### src/rtl/sevenseg_pkg.sv
// Shared types and the hex-to-segment decode table for the multiplexed 7-segment driver.
package sevenseg_pkg;

  typedef logic [6:0] seg_t;

  localparam seg_t SEG_BLANK = 7'h00;

  // Segment order is {a,b,c,d,e,f,g}, active-high.
  function automatic seg_t hex_to_seg(input logic [3:0] nib);
    case (nib)
      4'h0:    return 7'h7E;
      4'h1:    return 7'h30;
      4'h2:    return 7'h6D;
      4'h3:    return 7'h79;
      4'h4:    return 7'h33;
      4'h5:    return 7'h5B;
      4'h6:    return 7'h5F;
      4'h7:    return 7'h70;
      4'h8:    return 7'h7F;
      4'h9:    return 7'h73;
      4'hA:    return 7'h77;
      4'hB:    return 7'h1F;
      4'hC:    return 7'h4E;
      4'hD:    return 7'h3D;
      4'hE:    return 7'h4F;
      default: return 7'h47;
    endcase
  endfunction

endpackage

### src/rtl/sevenseg_scan_timer.sv
// Slot timing for the scan driver: tick/digit counters, end-of-frame flag and PWM on-window.
module sevenseg_scan_timer #(
  parameter int NUM_DIGITS  = 4,
  parameter int REFRESH_DIV = 1000,
  parameter int BRIGHT_W    = 3,
  parameter int DIG_W       = (NUM_DIGITS > 1) ? $clog2(NUM_DIGITS) : 1
) (
  input  logic                clk,
  input  logic                reset,
  input  logic [BRIGHT_W-1:0] brightness,
  output logic [DIG_W-1:0]    digit,
  output logic                frame_end,
  output logic                on_window
);

  localparam int TICK_W = $clog2(REFRESH_DIV);
  localparam int RD_W   = $clog2(REFRESH_DIV + 1);
  localparam int PROD_W = BRIGHT_W + 1 + RD_W;
  localparam logic [TICK_W-1:0] TICK_LAST  = TICK_W'(REFRESH_DIV - 1);
  localparam logic [DIG_W-1:0]  DIGIT_LAST = DIG_W'(NUM_DIGITS - 1);

  logic [TICK_W-1:0] tick;
  logic              tick_wrap;
  logic              digit_wrap;
  logic [PROD_W-1:0] on_count;

  assign tick_wrap  = (tick == TICK_LAST);
  assign digit_wrap = (digit == DIGIT_LAST);
  assign frame_end  = tick_wrap && digit_wrap;

  always_ff @(posedge clk) begin
    if (reset) begin
      tick  <= '0;
      digit <= '0;
    end else if (tick_wrap) begin
      tick  <= '0;
      digit <= digit_wrap ? '0 : digit + DIG_W'(1);
    end else begin
      tick <= tick + TICK_W'(1);
    end
  end

  // Product is kept at full width so the top brightness code yields exactly REFRESH_DIV.
  assign on_count  = ((PROD_W'(brightness) + PROD_W'(1)) * PROD_W'(REFRESH_DIV)) >> BRIGHT_W;
  assign on_window = (PROD_W'(tick) < on_count);

endmodule

### src/rtl/sevenseg_scan_driver.sv
// Multiplexed N-digit hex display driver with tear-free frame loading, leading-zero
// blanking, per-digit decimal points, PWM brightness and selectable pin polarity.
module sevenseg_scan_driver
  import sevenseg_pkg::*;
#(
  parameter int NUM_DIGITS     = 4,
  parameter int REFRESH_DIV    = 1000,
  parameter int BRIGHT_W       = 3,
  parameter bit ACTIVE_LOW_SEG = 1'b0,
  parameter bit ACTIVE_LOW_AN  = 1'b0
) (
  input  logic                    clk,
  input  logic                    reset,
  input  logic                    load_valid,
  output logic                    load_ready,
  input  logic [4*NUM_DIGITS-1:0] load_value,
  input  logic [NUM_DIGITS-1:0]   load_dp,
  input  logic                    blank_lz,
  input  logic [BRIGHT_W-1:0]     brightness,
  output logic [6:0]              seg,
  output logic                    dp,
  output logic [NUM_DIGITS-1:0]   an,
  output logic                    frame_done
);

  localparam int DIG_W = (NUM_DIGITS > 1) ? $clog2(NUM_DIGITS) : 1;
  localparam seg_t                  SEG_POL = ACTIVE_LOW_SEG ? 7'h7F : 7'h00;
  localparam logic                  DP_POL  = ACTIVE_LOW_SEG;
  localparam logic [NUM_DIGITS-1:0] AN_POL  = ACTIVE_LOW_AN ? '1 : '0;

  logic [DIG_W-1:0]        digit;
  logic                    frame_end;
  logic                    on_window;
  logic                    xfer;
  logic [4*NUM_DIGITS-1:0] pend_value;
  logic [4*NUM_DIGITS-1:0] disp_value;
  logic [NUM_DIGITS-1:0]   pend_dp;
  logic [NUM_DIGITS-1:0]   disp_dp;
  logic [NUM_DIGITS-1:0]   lz_blank;
  logic                    zero_above;
  logic [3:0]              cur_nib;
  logic                    cur_dp;
  logic                    cur_blank;
  seg_t                    seg_raw;
  logic [NUM_DIGITS-1:0]   an_raw;

  sevenseg_scan_timer #(
    .NUM_DIGITS  (NUM_DIGITS),
    .REFRESH_DIV (REFRESH_DIV),
    .BRIGHT_W    (BRIGHT_W),
    .DIG_W       (DIG_W)
  ) u_timer (
    .clk        (clk),
    .reset      (reset),
    .brightness (brightness),
    .digit      (digit),
    .frame_end  (frame_end),
    .on_window  (on_window)
  );

  assign xfer       = load_valid && load_ready;
  assign frame_done = frame_end;

  // Display only changes at the frame boundary, so a frame is never torn; a load landing
  // on that same edge stays pending for the following frame.
  always_ff @(posedge clk) begin
    if (reset) begin
      pend_value <= '0;
      pend_dp    <= '0;
      disp_value <= '0;
      disp_dp    <= '0;
      load_ready <= 1'b1;
    end else begin
      if (xfer) begin
        pend_value <= load_value;
        pend_dp    <= load_dp;
      end
      if (frame_end) begin
        disp_value <= pend_value;
        disp_dp    <= pend_dp;
      end
      if (xfer) begin
        load_ready <= 1'b0;
      end else if (frame_end) begin
        load_ready <= 1'b1;
      end
    end
  end

  always_comb begin
    lz_blank   = '0;
    zero_above = 1'b1;
    for (int i = NUM_DIGITS - 1; i > 0; i--) begin
      zero_above  = zero_above && (disp_value[4*i +: 4] == 4'h0);
      lz_blank[i] = blank_lz && zero_above;
    end
  end

  always_comb begin
    cur_nib   = disp_value[3:0];
    cur_dp    = disp_dp[0];
    cur_blank = 1'b0;
    an_raw    = '0;
    for (int i = 0; i < NUM_DIGITS; i++) begin
      if (digit == DIG_W'(i)) begin
        cur_nib   = disp_value[4*i +: 4];
        cur_dp    = disp_dp[i];
        cur_blank = lz_blank[i];
        an_raw[i] = on_window;
      end
    end
    seg_raw = cur_blank ? SEG_BLANK : hex_to_seg(cur_nib);
  end

  // Polarity is applied only at the pins, so idle levels follow it as well.
  always_ff @(posedge clk) begin
    if (reset) begin
      seg <= SEG_POL;
      dp  <= DP_POL;
      an  <= AN_POL;
    end else begin
      seg <= seg_raw ^ SEG_POL;
      dp  <= cur_dp ^ DP_POL;
      an  <= an_raw ^ AN_POL;
    end
  end

endmodule
### config.mk
export PLATFORM = sky130hd
export DESIGN_NAME = sevenseg_scan_driver
export DESIGN_NICKNAME = d
export VERILOG_FILES = /design/src/rtl/sevenseg_pkg.sv /design/src/rtl/sevenseg_scan_timer.sv /design/src/rtl/sevenseg_scan_driver.sv
export SDC_FILE = /design/constraint.sdc
export NUM_CORES = 1
export LEC_CHECK = 0
export ABC_CLOCK_PERIOD_IN_PS = 5260
export CAP_MARGIN = 20
export CORE_AREA = 2 2 94 96
export CTS_CLUSTER_SIZE = 25
export DETAILED_ROUTE_END_ITERATION = 8
export DIE_AREA = 0 0 96 98
export PLACE_DENSITY = 0.69
export SETUP_SLACK_MARGIN = 0.02
export SLEW_MARGIN = 40
export SYNTH_ARGS = -nofsm -noshare
export SYNTH_HDL_FRONTEND = slang
export SYNTH_HIERARCHICAL = 1
export SYNTH_SLANG_ARGS = --single-unit
### constraint.sdc
create_clock -name clk -period 5.26 [get_ports clk]
set_input_delay 0.789 -clock clk [delete_from_list [all_inputs] [get_ports clk]]
set_output_delay 0.789 -clock clk [all_outputs]
set_load 0.005 [all_outputs]
==> run summary <==
Sinks on Clock Net: 65
TritonCTS clock tree: built
Final Wtd Congestion: 0.751
Met1 Usage GRT: 20.5%
Hold_sp: pend_dp[0]
# DRC: 0
EDFF count, synth: 0
Post-route insts no fill: 530
Vias: 2619
Leak: 1.72 nW
Initial antenna violation count: 0
Worst Skew: 0.00833 ns
PD cells: 273 nW/um^2
Mux share of post-synthesis cell area: 10.3%
GR Overflow Total: 0
Crit Reg-Reg Startpoint: u_timer/digit[0]
Layout area overhead: 19.3%
Max H-tree Level: 3
Cts bufs inserted: 9
Synth Area in Compound Gates: 9.92%
GRT met2 Usage: 24.4%
# nets final: 487
Router iterations before antenna repair: 4
Clock-pin slew on the worst setup and hold paths: 0.07 ns
Post-Place Cells: 515
Final setup viols: 0
Most frequent cells in the layout: dfxtp_1, nand2_1, nor2_1, clkdlybuf4s50_1, ha_1
Final Max Slew Viols: 0
Vias in the first global route: 2587
Clk root buf: clkbuf_8
Sum Neg Setup Slack: 0 ns
Die Span X: 96 um
Share of cells above drive strength 1: 8.06%
Simple-gate share of the synthesized area: 17.2%
Net Count, Synth: 446
1st-iter DRT viols: 113
Register area share after synthesis: 37.3%
Drt total wl: 6780 um
GR Util met3: 3.32%
Minimum clock period: 4.86 ns
Avg WL per Cell: 12.8 um
Die height: 98 um
Syn_area_per_cell: 9.26 um^2
Crit-path cells: clkdlybuf4s50_1 > inv_1 > ha_1 > fa_1 > inv_1 > fa_1 > inv_1 > ha_1 > a211o_1 > a222oi_1 > xor2_1 > ha_1 > a21oi_1 > a22o_1 > nor2b_1 > nor3b_1
Worst-path maximum fanout: 5
Hold WS: 0.456 ns
Crit-path slowest cell: fa_1
Status: finished clean
Worst vdd ir: 0.188 mV
Adder-Cell Fraction of Synth Area: 16.6%
Cell family with most CP delay: adder cells
Number of max-cap violations: 0
Final Worst Setup Slack: 0.397 ns
FMAX: 206 MHz
Worst hold path class: reg -> reg
Port bufs: 40
Fin crit share: 92.5%
Slew margin rel.: 53.2%
Clock Tree Buf Depth: 2
Fillers: 822
# rows: 34
Worst EP arrival: 5.13 ns
Max incr delay on CP: 0.59 ns
Largest family of logic cells by synthesized area: simple AND/OR/NAND/NOR gates
First-pass GRT wire length: 11600 um
Crit. End Element: flip-flop
Ys flop type: dfxtp_1
N_diodes: 0
Initial core utilization: 41.3%
IO Count: 41
Mapped Cells: 377
Worst-Skew Late Latency: 0.34 ns
Ys async rst share: 0%
Distinct cells, synth: 50
CP startpoint kind: input pin
Hold buffers post-CTS: 0
Yosys reg bits: 65
CP Data Required Time: 5.53 ns
Buffers & Inverters on Critical Path: 4
XOR/XNOR Fraction of Synth Area: 3.51%
Crit Path Category: in -> reg
Pre-CTS WS: 0.0623 ns
Die ar.: 9410 um^2
Resize count post-CTS: 0
Most Crowded Layer GR: met2
Largest net degree at the start of global routing: 56
Routed Antenna Nets: 0
RSZ-0062 raised after global routing: false
Design Area, Final: 4170 um^2
Detailed placement HPWL: 5000 um
Post-CTS setup buffers: 0
Core ar.: 8470 um^2
Commonest non-fill, non-tap cell in the layout: dfxtp_1
DR vias/cell: 4.94
Worst-margin pin slew: 0.702 ns
Post-DP Area: 3990 um^2
Worst Setup SP: brightness[0]
GRT Resource Usage Total: 15.7%
Synth Warn #: 6
Hold violation total from the final report: 0
Mapped Area: 3490 um^2
-- state kept, by name (all words and copies together) (netlist names) --
register,count
disp_value,16
u_timer/digit,2
load_ready,1
pend_value,16
seg,7
dp,1
u_timer/tick,10
pend_dp,4
disp_dp,4
an,4
-- per-layer routing --
layer,wire length [um],share of wire (%)
met5,0,0
met4,123,1.8
met3,294,4.3
met2,3180,47
met1,3170,47
-- cells by family (layout without fill, tap and decap cells) --
kind of cell | count (synthesis) | after routing
xor gates and xnor gates | 14 | 14
adders and majority gates | 42 | 42
muxes | 29 | 29
buffers and inverters | 42 | 87
DFF | 65 | 65
and+or+nand+nor | 131 | 131
AOI/OAI and AO/OA | 54 | 54
-- per-stage QoR --
step                utilization (%)  power [mW]
finish                         49.2        1.14
global route                   49.2        1.21
CTS                            49.2        1.15
detailed placement             47.1       0.756
global placement               47.1       0.748
floorplan                         -       0.683
-- tightest hold or removal path, stage by stage, from the launching register on --
cell and delay (ns):
dfxtp_1 0.31, nand2_1 0.05, a21oi_1 0.05
-- worst paths after layout --
path / to / slack [ns] / cells after the start
min reg2reg: pend_dp[0] / 0.46 / 2
max: an[0] / 0.40 / 16
max reg2reg: seg[3] / 2.81 / 5
min: pend_dp[0] / 0.46 / 2
-- synthesized netlist by cell type (3+ instances only) --
library cell  number  share of area (%)
dfxtp_1           65                 37
nand2_1           50                5.4
nor2_1            40                4.3
ha_1              35                 13
a21oi_1           30                4.3
inv_1             25                2.7
mux2i_1           22                6.3
clkbuf_1           8               0.86
fa_1               7                4.0
xnor2_1            7                1.8
xor2_1             7                1.8
nor3_1             6               0.86
and3_1             5               0.90
mux4_2             5                3.2
nand3_1            5               0.72
nor4_1             5               0.90
buf_1              4               0.43
nor2b_1            4               0.72
a211o_1            3               0.75
a21o_1             3               0.64
buf_6              3               0.97
o21ai_0            3               0.43
or2_2              3               0.54
-- final cells by class --
class	count	area (um^2)	area share (%)
Clock buffer	12	135	3.24
Multi-Input combinational cell	270	2010	48.2
Clock inverter	3	42.5	1.02
Timing Repair Buffer	47	450	10.8
Sequential cell	65	1300	31.2
Tap cell	108	135	3.24
Inverter	25	93.8	2.25
-- power by group --
| part | leakage [nW] | switching (mW) | internal, mW |
|---|---|---|---|
| logic | 1.11 | 0.122 | 0.108 |
| registers | 0.530 | 0.00866 | 0.507 |
| clock network | 0.0864 | 0.174 | 0.216 |
(Power assumes the default switching activity.)
